$ cat src/rtl/lycan_pkg.sv
// Shared types and constants for the lycan host-bound TX arbiter.
package lycan_pkg;

    typedef enum logic {
        IDLE  = 1'b0,
        BURST = 1'b1
    } arb_state_t;

    localparam int LYCAN_WORD_W   = 32;
    localparam int LYCAN_ADDR_MSB = LYCAN_WORD_W - 1;

    // Lowest bit of the address field stamped into the top of each word.
    function automatic int lycanAddrLsb(input int addrW);
        return LYCAN_WORD_W - addrW;
    endfunction

endpackage

$ cat src/rtl/lycan_tx_arbiter_rr_pick.sv
// Round-robin selector: rotates the request vector so the slot after the
// last grant sits at bit 0, takes the lowest set bit, then rotates back.
module rr_pick
    import lycan_pkg::*;
#(
    parameter int NUM_PERIPH = 8,
    parameter int ADDR_W     = 3
) (
    input  logic [NUM_PERIPH-1:0] req_i,
    input  logic [ADDR_W-1:0]     last_i,
    output logic [ADDR_W-1:0]     gnt_idx_o,
    output logic                  gnt_any_o
);

    localparam logic [ADDR_W:0] NP_W = (ADDR_W+1)'(NUM_PERIPH);

    logic [ADDR_W-1:0]       startIdx;
    logic [2*NUM_PERIPH-1:0] doubled;
    logic [NUM_PERIPH-1:0]   rotated;
    logic [ADDR_W-1:0]       offset;
    logic [ADDR_W:0]         sumIdx;

    // Search starts one past the last grant, wrapping from the top slot to 0.
    always_comb begin
        if ({1'b0, last_i} >= (NP_W - 1'b1)) begin
            startIdx = '0;
        end else begin
            startIdx = last_i + ADDR_W'(1);
        end
    end

    // Rotate, priority-encode the lowest request, and map back to a slot.
    always_comb begin
        doubled = {req_i, req_i};
        rotated = NUM_PERIPH'(doubled >> startIdx);
        offset  = '0;
        for (int i = NUM_PERIPH - 1; i >= 0; i--) begin
            if (rotated[i]) begin
                offset = ADDR_W'(i);
            end
        end
        sumIdx = {1'b0, startIdx} + {1'b0, offset};
        if (sumIdx >= NP_W) begin
            gnt_idx_o = ADDR_W'(sumIdx - NP_W);
        end else begin
            gnt_idx_o = ADDR_W'(sumIdx);
        end
        gnt_any_o = |rotated;
    end

endmodule

$ cat src/rtl/lycan_tx_arbiter.sv
// Round-robin TX arbiter: grants one peripheral FIFO at a time, moves up to
// MAX_BURST words per grant into the lycan_out FIFO, stamping the address.
module lycan_tx_arbiter
    import lycan_pkg::*;
#(
    parameter int NUM_PERIPH = 8,
    parameter int ADDR_W     = 3,
    parameter int MAX_BURST  = 16
) (
    input  logic                         clk_i,
    input  logic                         rst_i,
    input  logic                         periph_ready_i,
    input  logic [NUM_PERIPH-1:0]        periph_en_i,
    input  logic [NUM_PERIPH-1:0]        periph_empty_i,
    input  logic [NUM_PERIPH*32-1:0]     periph_data_i,
    output logic [NUM_PERIPH-1:0]        periph_rd_en_o,
    input  logic                         out_full_i,
    output logic                         out_wr_en_o,
    output logic [LYCAN_WORD_W-1:0]      out_data_o,
    output logic                         grant_valid_o,
    output logic [ADDR_W-1:0]            grant_idx_o,
    output logic                         busy_o
);

    localparam int              CNT_W      = $clog2(MAX_BURST + 1);
    localparam logic [CNT_W-1:0] BURST_LAST = CNT_W'(MAX_BURST);
    localparam int              ADDR_LSB   = lycanAddrLsb(ADDR_W);

    arb_state_t          state_q;
    logic [ADDR_W-1:0]   grantIdx_q;
    logic [ADDR_W-1:0]   lastGrant_q;
    logic [CNT_W-1:0]    burstCnt_q;
    logic [CNT_W-1:0]    burstCnt_d;
    logic                grantValid_q;
    logic                busy_q;

    logic [NUM_PERIPH-1:0] eligible;
    logic [ADDR_W-1:0]     pickIdx;
    logic                  pickAny;
    logic [LYCAN_WORD_W-1:0] headWord;
    logic                  curEn;
    logic                  curEmpty;
    logic                  popNow;

    assign eligible = periph_en_i & ~periph_empty_i & {NUM_PERIPH{periph_ready_i}};

    rr_pick #(
        .NUM_PERIPH (NUM_PERIPH),
        .ADDR_W     (ADDR_W)
    ) uPick (
        .req_i     (eligible),
        .last_i    (lastGrant_q),
        .gnt_idx_o (pickIdx),
        .gnt_any_o (pickAny)
    );

    // Select the granted peripheral's head word and flags.
    always_comb begin
        headWord = '0;
        curEn    = 1'b0;
        curEmpty = 1'b1;
        for (int i = 0; i < NUM_PERIPH; i++) begin
            if (grantIdx_q == ADDR_W'(i)) begin
                headWord = periph_data_i[i*32 +: 32];
                curEn    = periph_en_i[i];
                curEmpty = periph_empty_i[i];
            end
        end
    end

    // Pop and write together whenever the granted FIFO has data and the sink has room.
    always_comb begin
        popNow         = (state_q == BURST) && periph_ready_i && curEn && !curEmpty && !out_full_i;
        burstCnt_d     = burstCnt_q + CNT_W'(1);
        periph_rd_en_o = popNow ? (NUM_PERIPH'(1) << grantIdx_q) : '0;
        out_wr_en_o    = popNow;
        out_data_o     = popNow ? {grantIdx_q, headWord[ADDR_LSB-1:0]} : '0;
    end

    // Arbitration FSM: pick in IDLE, move words in BURST, fall back to IDLE on any stop condition.
    always_ff @(posedge clk_i) begin
        if (rst_i) begin
            state_q      <= IDLE;
            grantIdx_q   <= '0;
            lastGrant_q  <= ADDR_W'(NUM_PERIPH - 1);
            burstCnt_q   <= '0;
            grantValid_q <= 1'b0;
            busy_q       <= 1'b0;
        end else begin
            case (state_q)
                IDLE: begin
                    if (periph_ready_i && pickAny) begin
                        grantIdx_q   <= pickIdx;
                        burstCnt_q   <= '0;
                        state_q      <= BURST;
                        grantValid_q <= 1'b1;
                        busy_q       <= 1'b1;
                    end
                end
                BURST: begin
                    if (!periph_ready_i || !curEn || curEmpty) begin
                        state_q      <= IDLE;
                        lastGrant_q  <= grantIdx_q;
                        grantValid_q <= 1'b0;
                        busy_q       <= 1'b0;
                    end else if (popNow) begin
                        burstCnt_q <= burstCnt_d;
                        if (burstCnt_d == BURST_LAST) begin
                            state_q      <= IDLE;
                            lastGrant_q  <= grantIdx_q;
                            grantValid_q <= 1'b0;
                            busy_q       <= 1'b0;
                        end
                    end
                end
                default: begin
                    state_q      <= IDLE;
                    grantValid_q <= 1'b0;
                    busy_q       <= 1'b0;
                end
            endcase
        end
    end

    assign grant_valid_o = grantValid_q;
    assign busy_o        = busy_q;
    assign grant_idx_o   = grantIdx_q;

endmodule

$ cat config.mk
export PLATFORM = sky130hd
export DESIGN_NAME = lycan_tx_arbiter
export DESIGN_NICKNAME = d
export VERILOG_FILES = /design/src/rtl/lycan_pkg.sv /design/src/rtl/lycan_tx_arbiter_rr_pick.sv /design/src/rtl/lycan_tx_arbiter.sv
export SDC_FILE = /design/constraint.sdc
export NUM_CORES = 1
export LEC_CHECK = 0
export CORE_AREA = 2 2 124 126
export DETAILED_ROUTE_END_ITERATION = 8
export DIE_AREA = 0 0 126 128
export HOLD_SLACK_MARGIN = 0.08
export PLACE_DENSITY = 0.68
export SLEW_MARGIN = 20
export SYNTH_ARGS = -nofsm -noshare
export SYNTH_HDL_FRONTEND = slang
export SYNTH_SLANG_ARGS = --single-unit
$ cat constraint.sdc
create_clock -name clk_i -period 4.3 [get_ports clk_i]
set_input_delay 0.86 -clock clk_i [delete_from_list [all_inputs] [get_ports clk_i]]
set_output_delay 0.86 -clock clk_i [all_outputs]
set_load 0.005 [all_outputs]
Yosys cells after proc, flatten, opt, wreduce, memory -nomap -nowiden
Cells that the tools add are included.
- bits in registers: 13
- input bits: 276
- output and inout bits: 46
- logic and storage cells: 102
- add/subtract/negate cells: 4
- $lt $le $gt $ge: 2
- equality and inequality tests: 13
- shifts and indexed selects: 2
- multiplexer cells: 53
- bitwise gates (word level): 4
- reductions and logical operators: 19
- operators with widths (cell ; count):
    $mux W29 ; 8
    $mux W3 ; 13
    $mux W32 ; 1
    $mux W1 ; 24
    $and A8 B8 Y8 ; 2
    $shr A16 B3 Y8 ; 1
    $mux W5 ; 3
    $eq A3 B3 Y1 const B ; 4
    $pmux W5 S2 ; 1
    $reduce_and A3 Y1 ; 3
    $mux W8 ; 1
    $not A8 Y8 ; 1
    $reduce_or A8 Y1 ; 1
    $shl A1 B3 Y8 const A ; 1
    $eq A3 B2 Y1 const B ; 2
    $ne A2 B2 Y1 const B ; 3
    $add A5 B1 Y5 const B ; 1
    $eq A5 B5 Y1 const B ; 1
    $logic_and A1 B1 Y1 ; 5
    $add A3 B3 Y4 ; 1
    $ge A4 B4 Y1 const B ; 1
    $logic_not A1 Y1 ; 4
    $pmux W1 S2 ; 2
    $reduce_bool A2 Y1 ; 2
    other kinds (10) ; 11

Longest topological paths before layout
Gate-level depths: netlist (run 1).
- depth after elaboration: 15
- gate-level depth with buffers: 16
- depth with buffers taken out: 15

Hierarchy
From an unflattened synthesis (run 1), not the netlist that was laid out.
- cell total of the unflattened synthesis: 448
- area total of the unflattened synthesis: 3374.5 µm²
- by module, submodules not included (module ; instances ; cells each ; area each (µm²)):
    lycan_tx_arbiter ; 1 ; 405 ; 2904.0
    rr_pick ; 1 ; 43 ; 470.5

Least setup slack after synthesis (run 1)
OpenSTA, ideal clock, no wires.
- path type: input-to-reg
- start point: input port periph_ready_i
- end point: register grantIdx_q[2] (netlist: grant_idx_o[2])
- data arrival time: 3.184 ns
- data required time: 4.166 ns
- slack: 0.982 ns
- stages on the path: 12
- path buffers: 1
- path through: buf_2 -> or3b_2 -> o32ai_1 -> mux2_2 -> o21ai_0 -> a2bb2oi_1 -> a21oi_1 -> ha_1 -> inv_1 -> fa_1 -> a2111oi_0 -> nor4_1
- word-level cells in the longest chain between the ends: 13
- ends and longest elaborated chain (item ; RTL line ; RTL):
    from (decl) ; lycan_tx_arbiter.sv:12 ; input logic periph_ready_i,
    $and A8 B8 Y8 ; lycan_tx_arbiter.sv:45 ; assign eligible = periph_en_i & ~periph_empty_i & {NUM_PERIPH{periph_ready_i}};
    $shr A16 B3 Y8 ; lycan_tx_arbiter_rr_pick.sv:35 ; rotated = NUM_PERIPH'(doubled >> startIdx);
    $mux W3 (8 in series) ; lycan_tx_arbiter_rr_pick.sv:38 ; if (rotated[i]) begin
    $add A3 B3 Y4 ; lycan_tx_arbiter_rr_pick.sv:42 ; sumIdx = {1'b0, startIdx} + {1'b0, offset};
    $ge A4 B4 Y1 or $sub A3 B1 Y3 (tied branches) ; lycan_tx_arbiter_rr_pick.sv:43, lycan_tx_arbiter_rr_pick.sv:44 ;
    $mux W3 ; lycan_tx_arbiter_rr_pick.sv:43 ; if (sumIdx >= NP_W) begin
    to (signal assigned) ; lycan_tx_arbiter.sv:93 ; grantIdx_q <= pickIdx;
    to (decl) ; lycan_tx_arbiter.sv:30 ; logic [ADDR_W-1:0] grantIdx_q;
Several ways; a longest one is shown, not always the timed one.
A chain may end at the register's enable or synchronous reset.

Worst setup path in the final report (run 1)
- start point: input port periph_empty_i[4]
- end point: output port out_data_o[14]
- word-level cells in the longest chain between the ends: 8
- ends and longest elaborated chain (item ; RTL line ; RTL):
    from (decl) ; lycan_tx_arbiter.sv:14 ; input logic [NUM_PERIPH-1:0] periph_empty_i,
    $mux W1 (4 in series) ; lycan_tx_arbiter.sv:63 ; if (grantIdx_q == ADDR_W'(i)) begin
    $logic_not A1 Y1 ; lycan_tx_arbiter.sv:73 ; popNow = (state_q == BURST) && periph_ready_i && curEn && !curEmpty && !out_full_i;
    $logic_and A1 B1 Y1 (2 in series) ; lycan_tx_arbiter.sv:73 ;
    $mux W32 ; lycan_tx_arbiter.sv:77 ; out_data_o = popNow ? {grantIdx_q, headWord[ADDR_LSB-1:0]} : '0;
    to (decl) ; lycan_tx_arbiter.sv:19 ; output logic [LYCAN_WORD_W-1:0] out_data_o,
No other way between the ends.

==> impl_results.md, run 1 <==
- Die width: ~130 um
- Synth-to-layout area growth: 102%
- Max Slew Vio Count: 0
- CTS tree: done
- Tcrit/Tclk final: a little over nine tenths
- Post-Route WL: 16800 um
- CTS Root Cell: clkbuf_16
- Hold_sp: lastGrant_q[1]
- Placed cells: 892
- Clk slew on worst S/H paths: roughly 40 ps
- Setup Fix Bufs, Post-CTS: 0
- Yosys reg bits: 13
- Max Freq: 243 MHz
- Synthesized area per cell: 7.60 sq um
- Yosys top cell area share: 18.5%
- Post-synth ARST share: 0%
- R2R Path Start: lastGrant_q[0]
- Peak supply drop: 0.184 mV
- Starting Density: 21.8%
- Kind of cell adding the most delay to the critical path: buffers and inverters
- Core box area: ~0.015 sq mm
- Setup TNS: 0 ps
- Hold path cells: 1
- Post-DRT Antenna Nets: 0
- Final Hold Viols: 0
- Crit end category: output port
- Multi-input gate area: 0.00276 sq mm
- Yosys cell types: 57
- Detailed-router iteration count before antenna repair: 4
- All-Layer GR Usage: around a fifth
- Syn_nets: about 710
- Worst-Margin Slew: about 570 ps
- Routability-driven placement congestion ratio: just under 0.9
- Row cnt: 45
- Seq/Total Area, Yosys: 8.04%
- I/O pins: between 300 and 400
- Synth warn: 0
- Setup CP Type: in -> out
- Via density: 5.14
- Seq. cell area: 267 sq um
- CP Data Arrival Time: 3250 ps
- Total of max-cap violations: 0
- Worst Path Required: 3440 ps
- Yosys top cell by area: mux2i_1
- Status: complete, no violations
- Final std cells w/o fill: roughly 900
- Worst Skew: 2.60 ps
- DRC viols: 0
- Antenna violations before repair: 2
- Avg WL per Cell: 18.8 um
- Grt total ovfl: 0
- Number of global-route vias before repair: 4634
- Worst Reg2Reg Path Length in Cells: 13
- First-pass GRT wire length: approximately 25000 um
- Relative slew slack: 61.7%
- Setup crit start kind: input pin
- Pwr per Cell Area: 332 mW/mm^2
- Fin nets: around 1000
- Most frequent cell after synthesis: nor2_1
- Hold WS: 496 ps
- RSZ-0062 raised after global routing: false
- Mapped cell area: 0.00324 sq mm
- CP most frequent cell: clkdlybuf4s50_1
- Htree depth: 1
- R2R Setup Slk: around 750 ps
- Max FO, Critical Path: 17
- Clk Latency, worst-skew pair: 240 ps
- Final min period: around 4100 ps
- Clock Sinks: 13
- Leak: 2.41 nW
- Cells after Synth: 426
- Setup violators final: 0
- CTS resizes: 0
- Synth cell count leaders: nor2_1 (62), mux2i_1 (60), a21oi_1 (44), nand2_1 (24), clkbuf_1 (22)
- Number of port buffers: 297
- Top post-synthesis cells by area: mux2i_1 (19%), mux4_2 (9.7%), dfxtp_1 (8.0%)
- 1st-iter DRT viols: 188
- Largest net degree at the start of global routing: 30
- DP Wirelength: 13700 um
- Fill cells: 1495
- Post-synth EDFFs: 0
- Ys flop type: dfxtp_1
- CP bufs+invs: 3
- Max incr delay on CP: 490 ps
- Die Ht: 128 um
- Setup crit start: periph_empty_i[4]
- FF-to-FF End: grant_idx_o[2]
- Die Area: 0.0161 sq mm
- CTS Hold Bufs: 0
- Layout cells sized above 1: under 10%
- Cts bufs inserted: 3
- Worst Hold Class: reg -> reg
- Clock Path Buffers: 2
- Hold Path End: lastGrant_q[1]
- Cell Chain, Critical Path: clkdlybuf4s50_1, nand2b_1, a21oi_1, or3_1, a31oi_1, or2_4, buf_4, nor2_1, clkdlybuf4s50_1
- Vias: 4607
- CP max-delay cell: clkdlybuf4s50_1
- ANT cells: 0
[power by group]
part           total [mW]  internal, mW  switching (mW)
logic                1.77         0.889           0.880
registers           0.230         0.156          0.0744
clock network       0.175         0.125          0.0497
total                2.17          1.17            1.00
[flip-flops by register name, indices dropped and copies added, names as in the netlist]
| name | count |
|---|---|
| grant_idx_o | 3 |
| state_q | 1 |
| burstCnt_q | 5 |
| busy_o | 1 |
| lastGrant_q | 3 |
[worst reg2reg max path: cells and delay by family (launching register included)]
kind	cells	cell delay (ps)
compound gates	5	1110
buf+inv	1	120
mux	2	440
fa+ha+maj	3	800
flops	1	430
simple gates	2	510
[worst max path at each step]
stage / end / cells after the start
after floorplan: grant_idx_o[2] / 12
after global placement: out_data_o[7] / 8
after detailed placement: out_data_o[7] / 9
after CTS: out_data_o[7] / 9
after global routing: out_data_o[14] / 9
final: out_data_o[14] / 9
[per-layer routing]
metal | GRT usage [%] | vias up | part of all wire [%]
met2 | 36.2 | 231 | 50
li1 | - | 2212 | -
met4 | 4.65 | 2 | 1.8
met3 | 3.38 | 22 | 7.6
met1 | 23.5 | 2140 | 40
met5 | 0 | - | 0.065
[logic make-up (layout without fill, tap and decap cells)]
kind of cell | after synthesis | after routing | synth area share, %
AND/OR/NAND/NOR | 135 | 135 | 20.0
AO/OA/AOI/OAI | 133 | 133 | 29.3
multiplexers | 88 | 88 | 33.2
buffers and inverters | 51 | 333 | 6.99
flip-flops | 13 | 13 | 8.04
adder cells (fa/ha/maj) | 6 | 6 | 2.55
[placed cells by master, fill, tap and decap left out, drive strengths merged, types with 13 or more instances in the layout]
cell	synthesis	routed
a2111oi	17	17
a21oi	44	44
buf	17	20
clkdlybuf4s50	0	296
dfxtp	13	13
mux2	14	14
mux2i	60	60
mux4	14	14
nand2	24	24
nor2	62	62
o2bb2ai	16	16
[layout make-up]
| class | instances | share of cell area [%] |
|---|---|---|
| well taps | 188 | 3.59 |
| flip-flops and latches | 13 | 4.07 |
| inverters | 12 | 0.879 |
| clock buffers | 4 | 1.20 |
| multi-input cells | 362 | 42.1 |
| repair buffers | 317 | 48.1 |
[through the flow]
| step | utilization, % | instance area [sq um] | setup WS, ps | power (mW) |
|---|---|---|---|---|
| 2_1_floorplan | - | 3240 | 982 | 1.33 |
| 3_3_place_gp | 43.5 | 6460 | 113 | 2.00 |
| 3_5_place_dp | 43.5 | 6460 | 99.5 | 2.01 |
| 4_1_cts | 44.0 | 6540 | 76.1 | 2.20 |
| 5_1_grt | 44.0 | 6550 | 9.40 | 2.37 |
| 6_report | 44.0 | 6550 | 185 | 2.17 |
(Power assumes the default switching activity.)
==> inputs of run 2 (changes only) <==
--- a/config.mk
+++ b/config.mk
@@ -5,11 +5,12 @@
 export SDC_FILE = /design/constraint.sdc
 export NUM_CORES = 1
 export LEC_CHECK = 0
-export CORE_AREA = 2 2 124 126
+export ABC_AREA = 1
+export CORE_AREA = 2 2 125 127
 export DETAILED_ROUTE_END_ITERATION = 8
-export DIE_AREA = 0 0 126 128
+export DIE_AREA = 0 0 127 129
 export HOLD_SLACK_MARGIN = 0.08
-export PLACE_DENSITY = 0.68
+export PLACE_DENSITY = 0.65
 export SLEW_MARGIN = 20
 export SYNTH_ARGS = -nofsm -noshare
 export SYNTH_HDL_FRONTEND = slang
==> impl_results.md, run 2 <==
- Status: complete, no violations
- Synth cell count leaders: nand2_1 (203), nand3_1 (112), a21oi_1 (43), nor2_1 (35), o21ai_0 (35)
- Antenna violations before repair: 5 (+3)
- Setup CP Type: reg -> out
- Commonest non-fill, non-tap cells in the layout: clkdlybuf4s50_1 (297), nand2_1 (203), nand3_1 (112)
- CTS Hold Bufs: 0 (unchanged)
- CTS tree: done
- WL met1: 7690 um (+14%)
- Relative slew slack: 53.9% (-7.8 points)
- Routability-driven placement congestion ratio: 0.904 (+1.0%)
- Pwr per Cell Area: 400 mW/mm^2 (+20%)
- Top post-synthesis cells by area: nand2_1 (25%), nand3_1 (19%), dfxtp_1 (8.7%)
- Post-DRT Antenna Nets: 0 (unchanged)
- Yosys cell types: 34 (-40%)
- Vias: 5152 (+12%)
- Htree depth: 1 (unchanged)
- Clock network fraction of design power: 7.1% (-0.9 points)
- Post-synth EDFFs: 0 (unchanged)
- Syn_nets: 864 (+22%)
- R2R Setup Slk: 1030 ps (+280 ps)
- Cells after Synth: 582 (+37%)
- Via density: 4.92 (-4.4%)
- CP max-delay cell: clkdlybuf4s50_1
- Worst Reg2Reg Path Length in Cells: 20 (+7)
- Tcrit/Tclk final: 91.7% (-4.0 points)
- Synth-to-layout area growth: 108%
- Starting Density: 20.0% (-1.8 points)
- All-Layer GR Usage: 21.9% (+2.3 points)
- Clk slew on worst S/H paths: 40 ps (about the same)
- 1st-iter DRT viols: 302 (+61%)
- Logic pwr share: 84.5% (+3.1 points)
- Internal cell power: 1.16 mW (-1.1%)
- Detailed-router iteration count before antenna repair: 5 (+1)
- Yosys top cell area share: 25.4% (+6.9 points)
- I/O pins: 322 (unchanged)
- Power consumption: 2.49 mW (+15%)
- Final Hold Viols: 0 (unchanged)
- Max incr delay on CP: 570 ps (+80 ps)
- Max FO, Critical Path: 20 (+3)
- CP most frequent cell: nand2_1
- CP Data Arrival Time: 3080 ps (-170 ps)
- Max reg flops: 5 (unchanged)
- Avg WL per Cell: 17.9 um (-4.7%)
- Setup crit start: grant_idx_o[1]
- Peak supply drop: 0.393 mV (+110%)
- Yosys reg bits: 13 (unchanged)
- RSZ-0062 raised after global routing: false
- Seq/Total Area, Yosys: 8.69% (+0.65 points)
- Post-synth ARST share: 0% (unchanged)
- Hold WS: 497 ps (+1.49 ps)
- Worst Skew: 1.06 ps (-1.54 ps)
- CTS resizes: 0 (unchanged)
- FF-to-FF End: grant_idx_o[2]
- Ys flop type: dfxtp_1
- Clk Latency, worst-skew pair: 240 ps (about the same)
- Setup Fix Bufs, Post-CTS: 0 (unchanged)
- Max layer used: met5
- DP Wirelength: 14900 um (+8.9%)
- CTS Root Cell: clkbuf_16
- Grt total ovfl: 0 (unchanged)
- Switching share of power: 53.6% (+7.4 points)
- Clock Sinks: 13 (unchanged)
- Cts bufs inserted: 3 (unchanged)
- Die width: 127 um (+0.79%)
- Layout cells sized above 1: 4.08% (-5.8 points)
- First-pass GRT wire length: 27900 um (+11%)
- Max Slew Vio Count: 0 (unchanged)
- Most frequent cell after synthesis: nand2_1
- Mapped cell area: 0.00299 sq mm (-7.5%)
- Max Freq: 254 MHz (+4.3%)
- Biggest register: burstCnt_q
- Setup slack at placement: 316 ps (+216 ps)
- Crit end category: output port
- Setup crit start kind: flip-flop
- Post-Route WL: 18800 um (+11%)
- Setup TNS: 0 ps (unchanged)
- Commonest non-fill, non-tap cell in the layout: clkdlybuf4s50_1
- Die Ht: 129 um (+0.78%)
- Total of max-cap violations: 0 (unchanged)
- Yosys top cell by area: nand2_1
- Number of global-route vias before repair: 4901 (+5.8%)
- Die Area: 0.0164 sq mm (+1.6%)
- Number of port buffers: 297 (unchanged)
- Leak: 2.50 nW (+3.9%)
- Setup violators final: 0 (unchanged)
- Worst Hold Class: reg -> reg
- Worst-Margin Slew: 691 ps (+118 ps)
- Met2 WL: 8950 um (+5.5%)
- Worst setup endpoint: out_data_o[23]
- Routed met3 length: 1500 um (+18%)
- Largest net degree at the start of global routing: 30 (unchanged)
- DRC viols: 0 (unchanged)
- Cell Chain, Critical Path: nor2_4, nand2_2, inv_2, nor2_1, nand3_1, nand3_1, nand2_1, nand2_1, nand2_1, nand2_4, buf_4, a211oi_1, clkdlybuf4s50_1
- R2R Path Start: lastGrant_q[0]
- Synth warn: 0 (unchanged)
- Crit path setup slack, layout: 356 ps (+170 ps)
- Worst Path Required: 3440 ps (about the same)
- Fin nets: 1140 (+15%)
- Clock Path Buffers: 2 (unchanged)
- Core box area: 0.0150 sq mm (+0.76%)
- Synthesized area per cell: 5.14 sq um (-32%)
- Row cnt: 45 (unchanged)
- Final min period: 3940 ps (-170 ps)
- Flop pwr share: 8.4% (-2.2 points)
- Switching pwr: 1.33 mW (+33%)
[run 2: changes by cell type in the layout (fill, tap and decap cells not counted), moves of 16 or more]
cell / before / now
o2bb2ai_1: 16 / 0
nand2_1: 24 / 203
o21ai_0: 11 / 35
a31oi_1: 2 / 18
a2111oi_0: 17 / 0
mux2i_1: 60 / 0
a221oi_1: 1 / 20
nand3_1: 5 / 112
nor2_1: 61 / 32
[run 2: through the flow]
stage               area (sq um)  cells  util (%)
floorplan                   2990    582         -
global placement            6140   1041      41.0
detailed placement          6140   1041      41.0
CTS                         6220   1045      41.5
global route                6230   1047      41.6
finish                      6230   1048      41.6
[run 2: final cells by class]
cell class	instances	area, sq um
fillers	1595	8750
clock buffers	4	78.8
flip-flops and latches	13	260
repair buffers	311	3090
multi-input cells	499	2440
inverters	30	113
diodes	3	7.51
well taps	188	235
[run 2: kinds of logic after synthesis]
| group | count (synthesis) | share of synthesized area, % |
|---|---|---|
| DFF | 13 | 8.69 |
| xor gates and xnor gates | 4 | 1.17 |
| adders and majority gates | 6 | 2.76 |
| AOI/OAI and AO/OA | 124 | 24.7 |
| buffers and inverters | 70 | 10.1 |
| and+or+nand+nor | 365 | 52.6 |
[run 2: power groups by stage]
stage	Sequential, mW	Clock, mW	Combinational (mW)
global placement	0.212	0	2.10
global route	0.218	0.181	2.40
detailed placement	0.212	0	2.11
finish	0.211	0.177	2.11
floorplan	0.183	0	1.41
CTS	0.210	0.178	2.12
[run 2: layer usage]
metal | vias up | global-route usage, %
met5 | - | 0
met2 | 241 | 38.9
met1 | 2309 | 26.7
met4 | 4 | 6.46
met3 | 41 | 4.41
li1 | 2557 | -
[run 2: worst min path at each step]
stage	startpoint	to	slack, ps	cells after the start
3_5_place_dp	burstCnt_q[4]	burstCnt_q[4]	490	2
5_1_grt	burstCnt_q[4]	burstCnt_q[4]	530	2
3_3_place_gp	burstCnt_q[4]	burstCnt_q[4]	480	2
4_1_cts	burstCnt_q[4]	burstCnt_q[4]	500	2
6_report	burstCnt_q[4]	burstCnt_q[4]	500	2
2_1_floorplan	burstCnt_q[4]	burstCnt_q[4]	460	2
[run 2: critical path, delay by kind of cell, from the launching register on]
family | cells | cell delay (ps)
AO/OA/AOI/OAI | 1 | 220
flip-flops | 1 | 430
buffers and inverters | 3 | 940
AND/OR/NAND/NOR | 9 | 1230
==> patch: new RTL, settings of run 2 <==
`ADDR_W` is set to 3 in 2 places; all go to 5.
--- a/src/rtl/lycan_tx_arbiter_rr_pick.sv
+++ b/src/rtl/lycan_tx_arbiter_rr_pick.sv
@@ -4,7 +4,7 @@
     import lycan_pkg::*;
 #(
     parameter int NUM_PERIPH = 8,
-    parameter int ADDR_W     = 3
+    parameter int ADDR_W     = 5
 ) (
     input  logic [NUM_PERIPH-1:0] req_i,
     input  logic [ADDR_W-1:0]     last_i,
--- a/src/rtl/lycan_tx_arbiter.sv
+++ b/src/rtl/lycan_tx_arbiter.sv
@@ -4,7 +4,7 @@
     import lycan_pkg::*;
 #(
     parameter int NUM_PERIPH = 8,
-    parameter int ADDR_W     = 3,
+    parameter int ADDR_W     = 5,
     parameter int MAX_BURST  = 16
 ) (
     input  logic                         clk_i,
Interface: changed (resized grant_idx_o); port bits go from 322 to 324. No check against the original RTL was run, so the function may have changed too.
==> patch against run 2 <==
Sequential cell count is 4 higher; setup slack worse by 0.15 ns; synthesized area is 3.2% higher; highest routed layer is now met4; via count is 0.87% lower; final area is 0.78% lower; wire length is 8.7% lower; total power is 6.0% lower; fmax is 3.6% lower.
==> patch: results (changes against run 2) <==
| Metric | Value |
|---|---|
| 1st-iter DRT viols | 223 (-26%) |
| Final instance area | 6180 um2 (-0.78%) |
| Final hold slack | 0.490 ns (-0.00776 ns) |
| Final HPWL DP | 14,100 um (-5.7%) |
| Vias in the first global route | 4,783 (-2.4%) |
| ClkCell Share | 1.30% (+0.030 points) |
| Cell Pwr Density | 379 nW/um2 (-5.3%) |
| Vias | 5,107 (-0.87%) |
| Synth Area in Adders | 2.67% (-0.086 points) |
| Critical Path Sink | out_data_o[11] |
| Post-Layout Cell Count | 1,042 (-0.57%) |
| HP Start | grant_idx_o[4] |
| Register area share after synthesis | 11.0% (+2.3 points) |
| Final WL | 17,100 um (-8.7%) |
| Critical path origin | periph_en_i[0] |
| Leak | 2.38 nW (-4.9%) |
| XOR/XNOR Fraction of Synth Area | 1.13% (-0.036 points) |
| WHS Endpoint | grant_idx_o[4] |
| Register area | 340 um2 (+31%) |
| Max VDD drop | 196 uV (-50%) |
| Root Buffer | clkbuf_16 |
| Multi-Input Combinational | 503 (+0.80%) |
| Multi-input logic area | 2460 um2 (+0.51%) |
| Post-DP Area | 6100 um2 (-0.69%) |
| GPL Wtd Cong | 0.925 (+2.3%) |
| Share of cells above drive strength 1 | 6.09% (+2.0 points) |
| Synth top area share | 26.4% (+0.91 points) |
| Reg2Reg Setup Slack | 1.11 ns (+0.08 ns) |
| # diodes | 0 (-3) |
| Synth area leaders | nand2_1 26%, nand3_1 15%, dfxtp_1 11% |
| First-pass GRT wire length | 25,700 um (-8.1%) |
| Synth cell count leaders | 217 x nand2_1, 92 x nand3_1, 54 x o21ai_0 |
| Total global-route track usage | 19.8% (-2.0 points) |
| Compound-cell area share of the yosys netlist | 18.2% (-6.5 points) |
| Repair and plain buffers | 300 (-3.5%) |
| Status | finished, final reports clean |
| Seq cells | 17 (+4) |
| # fillers | 1,591 (-0.25%) |
| Worst-path maximum fanout | 26 (+30%) |
| Final Skew | 0.00315 ns (+0.00209 ns) |
| Clock net power | 0.000190 W (+7%) |
| Setup TNS | 0 ns (unchanged) |
| Largest net degree at the start of global routing | 35 (+17%) |
| Psw | 0.00124 W (-6.8%) |
| Final nets | 1,137 (-0.26%) |
| Slew HR | 62.1% (+8.2 points) |
| Syn Area/Cell | 5.25 um2 (+2.0%) |
| Top delay family on crit path | buffers and inverters |
| PortBufs | 281 (-5.4%) |
| Minimum clock period | 4.09 ns (+0.149 ns) |
| Initial antenna violation count | 0 (-5) |
| Gate power share | 81.3% (-3.2 points) |
| Worst endpoint data arrival time | 3.23 ns (+0.15 ns) |
| Signal buf overhead | 47.8% (-1.8 points) |
==> patch: cell count changes in the layout (fill, tap and decap cells not counted), moves of 6 or more <==
| cell | before | now |
|---|---|---|
| nand3_1 | 112 | 91 |
| nor2_1 | 32 | 19 |
| nand2_1 | 203 | 217 |
| nand4_1 | 4 | 35 |
| clkdlybuf4s50_1 | 297 | 281 |
| buf_4 | 13 | 19 |
| a221oi_1 | 20 | 0 |
| a31oi_1 | 18 | 28 |
| o21ai_0 | 35 | 54 |
| nor2_2 | 3 | 9 |
| a21oi_1 | 43 | 15 |
==> patch: metal layers <==
metal | GRT usage, % | part of all wire, % | vias up | routed length [um]
met4 | 6.33 | 3.0 | 0 | 510
met2 | 33.2 | 45 | 271 | 7670
met5 | 0 | 0 | - | 0
met3 | 4.03 | 8.7 | 33 | 1500
met1 | 25.7 | 43 | 2261 | 7450
li1 | - | - | 2542 | -
